### src/rtl/hsid_pkg.sv
// Shared widths and state encodings for the HSI library matching datapath.
// Latency: n/a (declarations only).
// Backpressure: n/a (declarations only).
package hsid_pkg;

    localparam int HSID_DATA_WIDTH        = 16;
    localparam int HSID_DATA_WIDTH_MUL    = 32;
    localparam int HSID_DATA_WIDTH_ACC    = 40;
    localparam int HSID_HSP_BANDS_WIDTH   = 7;
    localparam int HSID_HSP_LIBRARY_WIDTH = 6;

    // MSE engine sequencing; MSE_DIV is only reachable when the mean divider is built.
    typedef enum logic [1:0] {
        MSE_IDLE    = 2'd0,
        MSE_COMPUTE = 2'd1,
        MSE_DRAIN   = 2'd2,
        MSE_DIV     = 2'd3
    } hsid_mse_state_t;

endpackage

### src/rtl/hsid_div_seq.sv
// Unsigned restoring divider, one quotient bit per cycle.
// Latency: DIVIDEND_WIDTH cycles after start_i; done_o/quotient_o are valid combinationally in the final step cycle.
// Backpressure: none; a new start_i restarts the division, rst_i aborts it.
module hsid_div_seq
    import hsid_pkg::*;
#(
    parameter int DIVIDEND_WIDTH = HSID_DATA_WIDTH_ACC,
    parameter int DIVISOR_WIDTH  = HSID_HSP_BANDS_WIDTH
) (
    input  logic                      clk_i,
    input  logic                      rst_i,
    input  logic                      start_i,
    input  logic [DIVIDEND_WIDTH-1:0] dividend_i,
    input  logic [DIVISOR_WIDTH-1:0]  divisor_i,
    output logic                      done_o,
    output logic [DIVIDEND_WIDTH-1:0] quotient_o
);

    localparam int CNT_W = $clog2(DIVIDEND_WIDTH + 1);

    logic                      busy_q;
    logic [CNT_W-1:0]          cnt_q;
    logic [DIVISOR_WIDTH-1:0]  rem_q;
    logic [DIVISOR_WIDTH-1:0]  divisor_q;
    logic [DIVIDEND_WIDTH-1:0] quo_q;

    logic [DIVISOR_WIDTH:0]    rem_sh;
    logic                      rem_ge;
    logic [DIVISOR_WIDTH-1:0]  rem_nxt;
    logic [DIVIDEND_WIDTH-1:0] quo_nxt;

    // One restoring step: shift the next dividend bit into the remainder and
    // subtract the divisor when it fits. The remainder always stays below the
    // divisor, so it never needs more than DIVISOR_WIDTH bits between steps.
    always_comb begin
        rem_sh  = {rem_q, quo_q[DIVIDEND_WIDTH-1]};
        rem_ge  = (rem_sh >= {1'b0, divisor_q});
        rem_nxt = rem_sh[DIVISOR_WIDTH-1:0];
        if (rem_ge) begin
            rem_nxt = DIVISOR_WIDTH'(rem_sh - {1'b0, divisor_q});
        end
        quo_nxt = {quo_q[DIVIDEND_WIDTH-2:0], rem_ge};
    end

    assign done_o     = busy_q && (cnt_q == CNT_W'(1));
    assign quotient_o = quo_nxt;

    // Load operands on start, then iterate until every dividend bit has been consumed.
    always_ff @(posedge clk_i) begin
        if (rst_i) begin
            busy_q    <= 1'b0;
            cnt_q     <= '0;
            rem_q     <= '0;
            divisor_q <= '0;
            quo_q     <= '0;
        end else if (start_i) begin
            busy_q    <= 1'b1;
            cnt_q     <= CNT_W'(DIVIDEND_WIDTH);
            rem_q     <= '0;
            divisor_q <= divisor_i;
            quo_q     <= dividend_i;
        end else if (busy_q) begin
            rem_q <= rem_nxt;
            quo_q <= quo_nxt;
            cnt_q <= cnt_q - CNT_W'(1);
            if (cnt_q == CNT_W'(1)) begin
                busy_q <= 1'b0;
            end
        end
    end

endmodule

### src/rtl/hsid_mse.sv
// Per-library-pixel squared-error engine: 3-stage diff/square/accumulate over a band stream.
// Latency: last band handshake at t -> mse_valid_o at t+3 (t+43 with HSID_MSE_MEAN_EN dividing by band count).
// Backpressure: band_ready_o is high only in MSE_COMPUTE; one band per cycle, no internal stalls.
module hsid_mse
    import hsid_pkg::*;
#(
    parameter int DATA_WIDTH        = HSID_DATA_WIDTH,
    parameter int DATA_WIDTH_MUL    = HSID_DATA_WIDTH_MUL,
    parameter int DATA_WIDTH_ACC    = HSID_DATA_WIDTH_ACC,
    parameter int HSP_BANDS_WIDTH   = HSID_HSP_BANDS_WIDTH,
    parameter int HSP_LIBRARY_WIDTH = HSID_HSP_LIBRARY_WIDTH
) (
    input  logic                         clk_i,
    input  logic                         rst_i,
    input  logic                         clear_i,
    input  logic                         start_i,
    input  logic [HSP_BANDS_WIDTH-1:0]   hsp_bands_i,
    input  logic [HSP_LIBRARY_WIDTH-1:0] hsp_id_i,
    input  logic                         band_valid_i,
    output logic                         band_ready_o,
    input  logic [DATA_WIDTH-1:0]        hsp_ref_i,
    input  logic [DATA_WIDTH-1:0]        hsp_lib_i,
    output logic                         mse_valid_o,
    output logic [DATA_WIDTH_ACC-1:0]    mse_value_o,
    output logic [HSP_LIBRARY_WIDTH-1:0] mse_id_o,
    output logic                         busy_o,
    output logic                         error_o
);

    hsid_mse_state_t state_q, state_d;

    logic                        clr;
    logic                        idle;
    logic                        start_ok;
    logic                        start_bad;
    logic                        hs;
    logic                        last_band;
    logic                        drain_done;
    logic                        result_done;
    logic [DATA_WIDTH_ACC-1:0]   result_val;

    logic [HSP_BANDS_WIDTH-1:0]  bands_q;
    logic [HSP_BANDS_WIDTH-1:0]  cnt_q;

    logic                        s1_vld, s1_last;
    logic [DATA_WIDTH:0]         s1_diff;
    logic signed [2*DATA_WIDTH+1:0] diff_ext;
    logic                        s2_vld, s2_last;
    logic [DATA_WIDTH_MUL-1:0]   s2_sq;
    logic [DATA_WIDTH_ACC-1:0]   acc_q;
    logic [DATA_WIDTH_ACC-1:0]   acc_nxt;
    logic                        mse_valid_q;

    assign clr        = rst_i || clear_i;
    assign idle       = (state_q == MSE_IDLE);
    assign start_ok   = idle && start_i && (hsp_bands_i != '0);
    assign start_bad  = idle && start_i && (hsp_bands_i == '0);
    assign band_ready_o = (state_q == MSE_COMPUTE);
    assign busy_o     = !idle;
    assign hs         = band_valid_i && band_ready_o;
    assign last_band  = hs && (cnt_q == bands_q - HSP_BANDS_WIDTH'(1));
    assign drain_done = (state_q == MSE_DRAIN) && s2_vld && s2_last;

    // Sign-extend the difference so the square is formed at full precision before truncation.
    assign diff_ext = {{(DATA_WIDTH+1){s1_diff[DATA_WIDTH]}}, s1_diff};
    assign acc_nxt  = s2_vld ? (acc_q + DATA_WIDTH_ACC'(s2_sq)) : acc_q;

`ifdef HSID_MSE_MEAN_EN
    logic                      div_done;
    logic [DATA_WIDTH_ACC-1:0] div_quo;

    // The divider is loaded with the final sum in the same cycle the last square lands.
    hsid_div_seq #(
        .DIVIDEND_WIDTH (DATA_WIDTH_ACC),
        .DIVISOR_WIDTH  (HSP_BANDS_WIDTH)
    ) u_div (
        .clk_i      (clk_i),
        .rst_i      (clr),
        .start_i    (drain_done),
        .dividend_i (acc_nxt),
        .divisor_i  (bands_q),
        .done_o     (div_done),
        .quotient_o (div_quo)
    );

    assign result_done = (state_q == MSE_DIV) && div_done;
    assign result_val  = div_quo;
`else
    assign result_done = drain_done;
    assign result_val  = acc_nxt;
`endif

    // State register; clear behaves exactly like reset.
    always_ff @(posedge clk_i) begin
        if (clr) begin
            state_q <= MSE_IDLE;
        end else begin
            state_q <= state_d;
        end
    end

    // Next-state sequencing: idle -> stream bands -> drain pipeline -> (divide) -> idle.
    always_comb begin
        state_d = state_q;
        case (state_q)
            MSE_IDLE:    if (start_ok)   state_d = MSE_COMPUTE;
            MSE_COMPUTE: if (last_band)  state_d = MSE_DRAIN;
`ifdef HSID_MSE_MEAN_EN
            MSE_DRAIN:   if (drain_done) state_d = MSE_DIV;
            MSE_DIV:     if (div_done)   state_d = MSE_IDLE;
`else
            MSE_DRAIN:   if (drain_done) state_d = MSE_IDLE;
            MSE_DIV:                     state_d = MSE_IDLE;
`endif
            default:                     state_d = MSE_IDLE;
        endcase
    end

    // Job context: band count latched on accepted start, handshake counter from zero.
    always_ff @(posedge clk_i) begin
        if (clr) begin
            bands_q <= '0;
            cnt_q   <= '0;
        end else if (start_ok) begin
            bands_q <= hsp_bands_i;
            cnt_q   <= '0;
        end else if (hs) begin
            cnt_q   <= cnt_q + HSP_BANDS_WIDTH'(1);
        end
    end

    // Stage 1: signed difference of the accepted band pair, tagged with last-band.
    always_ff @(posedge clk_i) begin
        if (clr) begin
            s1_vld  <= 1'b0;
            s1_last <= 1'b0;
            s1_diff <= '0;
        end else begin
            s1_vld  <= hs;
            s1_last <= last_band;
            if (hs) begin
                s1_diff <= {1'b0, hsp_ref_i} - {1'b0, hsp_lib_i};
            end
        end
    end

    // Stage 2: square of the difference, truncated to the multiplier width.
    always_ff @(posedge clk_i) begin
        if (clr) begin
            s2_vld  <= 1'b0;
            s2_last <= 1'b0;
            s2_sq   <= '0;
        end else begin
            s2_vld  <= s1_vld;
            s2_last <= s1_last;
            if (s1_vld) begin
                s2_sq <= DATA_WIDTH_MUL'(diff_ext * diff_ext);
            end
        end
    end

    // Stage 3: running sum of squares, restarted by every accepted start.
    always_ff @(posedge clk_i) begin
        if (clr) begin
            acc_q <= '0;
        end else if (start_ok) begin
            acc_q <= '0;
        end else begin
            acc_q <= acc_nxt;
        end
    end

    // Result registers: value/id hold until the next accepted start; valid and error are pulses.
    always_ff @(posedge clk_i) begin
        if (clr) begin
            mse_valid_q <= 1'b0;
            mse_value_o <= '0;
            mse_id_o    <= '0;
            error_o     <= 1'b0;
        end else begin
            mse_valid_q <= result_done;
            error_o     <= start_bad;
            if (start_ok) begin
                mse_value_o <= '0;
                mse_id_o    <= hsp_id_i;
            end else if (result_done) begin
                mse_value_o <= result_val;
            end
        end
    end

    // A clear arriving in the pulse cycle itself still kills the pulse.
    assign mse_valid_o = mse_valid_q && !clr;

endmodule

### config.mk
export PLATFORM = sky130hd
export DESIGN_NAME = hsid_mse
export DESIGN_NICKNAME = d
export VERILOG_FILES = /design/src/rtl/hsid_pkg.sv /design/src/rtl/hsid_div_seq.sv /design/src/rtl/hsid_mse.sv
export SDC_FILE = /design/constraint.sdc
export NUM_CORES = 1
export LEC_CHECK = 0
export CAP_MARGIN = 20
export CORE_AREA = 2 2 228 230
export CTS_CLUSTER_DIAMETER = 150
export DETAILED_ROUTE_END_ITERATION = 10
export DIE_AREA = 0 0 230 232
export PLACE_DENSITY = 0.65
export SYNTH_ARGS = -nofsm -noshare
export SYNTH_HDL_FRONTEND = slang
export SYNTH_SLANG_ARGS = --single-unit
### constraint.sdc
create_clock -name clk_i -period 5.96 [get_ports clk_i]
set_input_delay 1.192 -clock clk_i [delete_from_list [all_inputs] [get_ports clk_i]]
set_output_delay 1.192 -clock clk_i [all_outputs]
set_load 0.01 [all_outputs]
# Word level (Yosys, flattened, before mapping)
# Cells that the tools add are included.
# totals
regBits	157
elab_cells	47
inputBits	50
output_inout_bits	50
# classes
n_mux	5
n_eq_ne	7
add_sub_neg	4
reduce_logical	16
mul	1
# ops
operator	n
40-bit by 32-bit adder with 40-bit output	1
40-bit 2-to-1 mux	1
17-bit by 17-bit multiplier with 32-bit output	1
16-bit by 16-bit subtractor with 17-bit output	1
1-bit logical AND	8
2-bit case mux with 4 select lines	1
7-bit by 1-bit adder with 7-bit output, second input constant	1
7-bit equality test	1
7-bit logical NOT	1
7-bit nonzero test	1
7-bit by 1-bit subtractor with 7-bit output, second input constant	1
2-bit 2-to-1 mux	3
2-bit equality test, second input constant	2
2-bit by 1-bit inequality test with 1-bit output, second input constant	2
3-bit AND reduction	1
2-bit by 1-bit equality test with 1-bit output, second input constant	1
1-bit logical NOT	2
2-bit logical NOT	1
2-bit inequality test, second input constant	1
2-bit OR reduction	1
1-bit logical OR	1

# Longest topological paths before layout
# depth
word_depth	5
ltp_mapped	26
ltp_nobuf	24

# Worst setup path after synthesis
# OpenSTA, ideal clock, no wires.
# synth_timing
path_type	register to register
startpoint	reg s1_diff[4]
endpoint	reg s2_sq[30]
required_time_ns	5.891
slack_ns	-0.424
stages_incl_launch_ff	23
path_buffers	2
setup_ns	0.069
synth_period_minus_slack_ns	6.384
arrival_ns	6.315
path_cell_list	dfxtp_1 clkbuf_1 clkbuf_1 nand2_1 fa_1 fa_1 inv_1 fa_1 fa_1 fa_1 inv_1 fa_1 inv_1 ha_1 a21oi_1 nand2_1 nor3_1 a31oi_1 a311o_1 a211o_1 o211ai_1 mux2_2 o21ai_1
# synth_between
elab_chain_cells	1
# synth_lines
element	line	text
from (decl)	hsid_mse.sv:46	logic [DATA_WIDTH:0] s1_diff;
from (signal assigned)	hsid_mse.sv:142	s1_diff <= {1'b0, hsp_ref_i} - {1'b0, hsp_lib_i};
17-bit by 17-bit multiplier with 32-bit output	hsid_mse.sv:157	s2_sq <= DATA_WIDTH_MUL'(diff_ext * diff_ext);
to (signal assigned)	hsid_mse.sv:157	
to (decl)	hsid_mse.sv:49	logic [DATA_WIDTH_MUL-1:0] s2_sq;
# Every way passes these cells.
# A chain may end at the register's enable or synchronous reset.

# Final worst setup path
# Ends and elaborated chain as after synthesis.

==> run summary <==
Placer Congestion: 0.924
Total power divided by cell area: 113 nW/um^2
Yosys Warn Count: 0
Synth Net Count: 2478
Final setup vio count: 1
Top library cells by usage in the layout, fill and taps aside: 366 x inv_1, 248 x fa_1, 179 x nor2_1
Routed WL: 44800 um
Routed wire length per instance: 15.4 um
Endpoint of the worst setup timing path: s2_sq[30]
Initial antenna violation count: 0
TritonCTS Buffers: 17
Remaining global-route overflow: 0
Startpoint type of the worst setup path: register
Number of register bits inferred by synthesis: 156
Hold-critical path depth: 1
# IOs: 100
Layout cells sized above 1: 0.139
Gate count of the mapped netlist: 2036
Area used by multi-input combinational logic: 13200 um^2
Cell chosen for the clock root: clkbuf_16
RSZ-0062 raised after global routing: yes
Start of the worst register-to-register path: s1_diff[4]
Cells on worst reg2reg path: 22
Main flop type after synthesis: dfxtp_1
Critical path arrival: 6350 ps
Cell leakage power: 9.81 nW
Delay of the slowest cell on the worst path: 540 ps
Final hold violation count: 0
Number of port buffers: 99
Total negative slack for setup checks: -14.2 ps
Count of pins over their slew limit: 0
First element of the critical path: s1_diff[4]
Flop2flop setup slack: -10 ps
Number of violations reported at the end of detailed-routing iteration 0: 667
Endpoint of the lowest-slack register-to-register path: s2_sq[30]
Post-route clock skew: 17.9 ps
Number of H-tree levels: 4
N_diodes: 0
Clock net sink count: 156
First-pass GRT wire length: 75700 um
Critical-path maximum fanout: 7
CORE AREA: 50900 um^2
Outcome: complete, but fails checks
Final net count: 2666
P&R area growth vs syn: 21.5%
Die W: 230 um
Detail Placement HPWL: 36300 um
Kind of end point of the critical path: register
GRT Total Usage: 0.175
Share of synthesized area occupied by flip-flops and latches: 0.177
Summed instance area of the synthesized netlist: 17700 um^2
Average cell area after synthesis: 8.69 um^2
Clock-pin slew on the worst setup and hold paths: 80 ps
Fraction of registers with async set or reset after synthesis: 0
Longest Clk Path Bufs: 2
Transition time at the pin with the least slew margin: 1110 ps
Class of the most critical hold timing path: reg2reg
Failing checks: setup timing
Remaining antenna violation count: 0
Floorplan die area: 53400 um^2
# hold bufs at CTS: 0
Achievable clock frequency: 167 MHz
Critical path's slowest cell: fa_1
Remaining DRCs: 0
Max-cap violation count: 0
Worst slew margin relative to its limit: 0.254
CTS tree: done
Iteration count of the initial detailed-routing pass: 5
Chain of cells forming the critical path: buf_6, buf_4, buf_4, fa_1, inv_1, fa_1, inv_1, ha_1, fa_1, inv_1, fa_2, fa_1, inv_1, ha_2, or3_4, o21ai_4, a31oi_4, a311o_1, a211o_1, o211ai_1, mux2_4, o21ai_2
Worst vdd ir: 202 uV
Number of synthesized flops with an enable pin: 0
Instance area after placement: 20300 um^2
Total area of sequential cells: 3170 um^2
Data required time at the worst endpoint: 6330 ps
Clock latency on the worst-skew pair: 450 ps
Maximum number of pins on one net before global-route repair: 50
Type of the worst setup path: reg2reg
Standard-cell rows: 83
Die height: 232 um
Post-route minimum period: 5970 ps
Via count of the first global-routing pass: 15506
Initial core utilization: 0.348
Post-placement setup slack: -214 ps
Vias per inst: 4.93
Fin area: 21500 um^2
Number of fill cells in the layout: 5024
Part of the cycle the worst path needs: 1.00
Count of distinct cell types in the synthesized netlist: 70
Via count of the routed design: 14376
Final worst-path setup slack: -14.2 ps
Commonest non-fill, non-tap cell in the layout: inv_1
==> cells in the mapped netlist, types with 5 or more instances <==
library cell | n | area share
inv_1 | 377 | 0.080
fa_1 | 260 | 0.29
nor2_1 | 183 | 0.039
nand2_1 | 176 | 0.037
dfxtp_1 | 156 | 0.18
ha_1 | 132 | 0.093
a21oi_1 | 98 | 0.028
clkbuf_1 | 70 | 0.015
xnor2_1 | 66 | 0.033
and2_1 | 65 | 0.023
o21ai_0 | 59 | 0.017
mux2i_1 | 48 | 0.027
nand3_1 | 33 | 0.0093
xor2_1 | 31 | 0.015
a211oi_1 | 30 | 0.013
nor3_1 | 29 | 0.0082
a21o_1 | 20 | 0.0085
nor2b_1 | 14 | 0.0050
nand4_1 | 13 | 0.0046
a31oi_1 | 12 | 0.0042
nand2b_1 | 12 | 0.0042
and3_1 | 11 | 0.0039
o211ai_1 | 10 | 0.0042
o21a_1 | 10 | 0.0042
or3_1 | 9 | 0.0032
or4_1 | 9 | 0.0038
buf_1 | 8 | 0.0017
nor4_1 | 8 | 0.0028
o21ai_1 | 6 | 0.0017
a211o_1 | 5 | 0.0025
==> state kept, by name, summed over array words and instances, names as in the netlist <==
register     cells
acc_q           40
mse_value_o     40
s2_sq           31
s1_diff         17
bands_q          7
cnt_q            7
mse_id_o         6
state_q          2
error_o          1
mse_valid_q      1
s1_last          1
s1_vld           1
s2_last          1
s2_vld           1
==> final cells by class <==
class | instances | area share
clock inverters | 14 | 0.00699
flip-flops and latches | 156 | 0.148
clock buffers | 18 | 0.0204
repair buffers | 251 | 0.103
multi-input cells | 1421 | 0.616
well taps | 680 | 0.0396
inverters | 377 | 0.0658
==> layer usage <==
layer / up-vias / wire, um / track usage
met4: 0 / 1010 / 0.0488
met1: 7175 / 19100 / 0.218
li1: 6848 / - / -
met2: 301 / 22900 / 0.318
met5: - / 0 / 0
met3: 52 / 1810 / 0.0203
==> how the worst min path moves through the flow <==
stage,from,to,slack (ps)
finish,s1_last,s2_last,430
floorplan,s1_last,s2_last,410
global route,s1_last,s2_last,460
detailed placement,s1_last,s2_last,410
global placement,s1_last,s2_last,410
CTS,s1_last,s2_last,430
==> kinds of logic after synthesis <==
logic type / Yosys count / synth area share
AOI/OAI and AO/OA: 297 / 0.107
xor gates and xnor gates: 97 / 0.0480
adders and majority gates: 392 / 0.388
buffers and inverters: 459 / 0.0977
DFF: 156 / 0.177
muxes: 51 / 0.0291
and+or+nand+nor: 584 / 0.154
==> metrics by stage <==
step	utilization	hold slack, ps	instances	power, W
final	0.422	428	2917	0.00243
after global routing	0.422	459	2917	0.00251
after detailed placement	0.399	413	2870	0.00132
after CTS	0.415	430	2910	0.00245
after global placement	0.399	408	2870	0.00132
after floorplan	-	406	2036	0.00122
==> critical path, delay by kind of cell (launching register included) <==
kind	cells	cell delay (ps)
adders and majority gates	7	2770
and+or+nand+nor	1	400
AOI/OAI and AO/OA	6	1370
muxes	1	340
DFF	1	340
buffers and inverters	7	660
==> where the power goes <==
part / total, W / internal [W] / switching [W]
registers: 0.00105 / 0.00104 / 0.00000699
logic: 0.000251 / 0.000115 / 0.000136
clock network: 0.00113 / 0.000603 / 0.000529
total: 0.00243 / 0.00176 / 0.000672
==> what timing repair did <==
action	4_1_cts	5_1_grt
setup endpoints to repair	7	13
pin swaps	26	39
gates resized for setup	56	82
buffers inserted	8	7
Power figures use the tool's default switching activity.
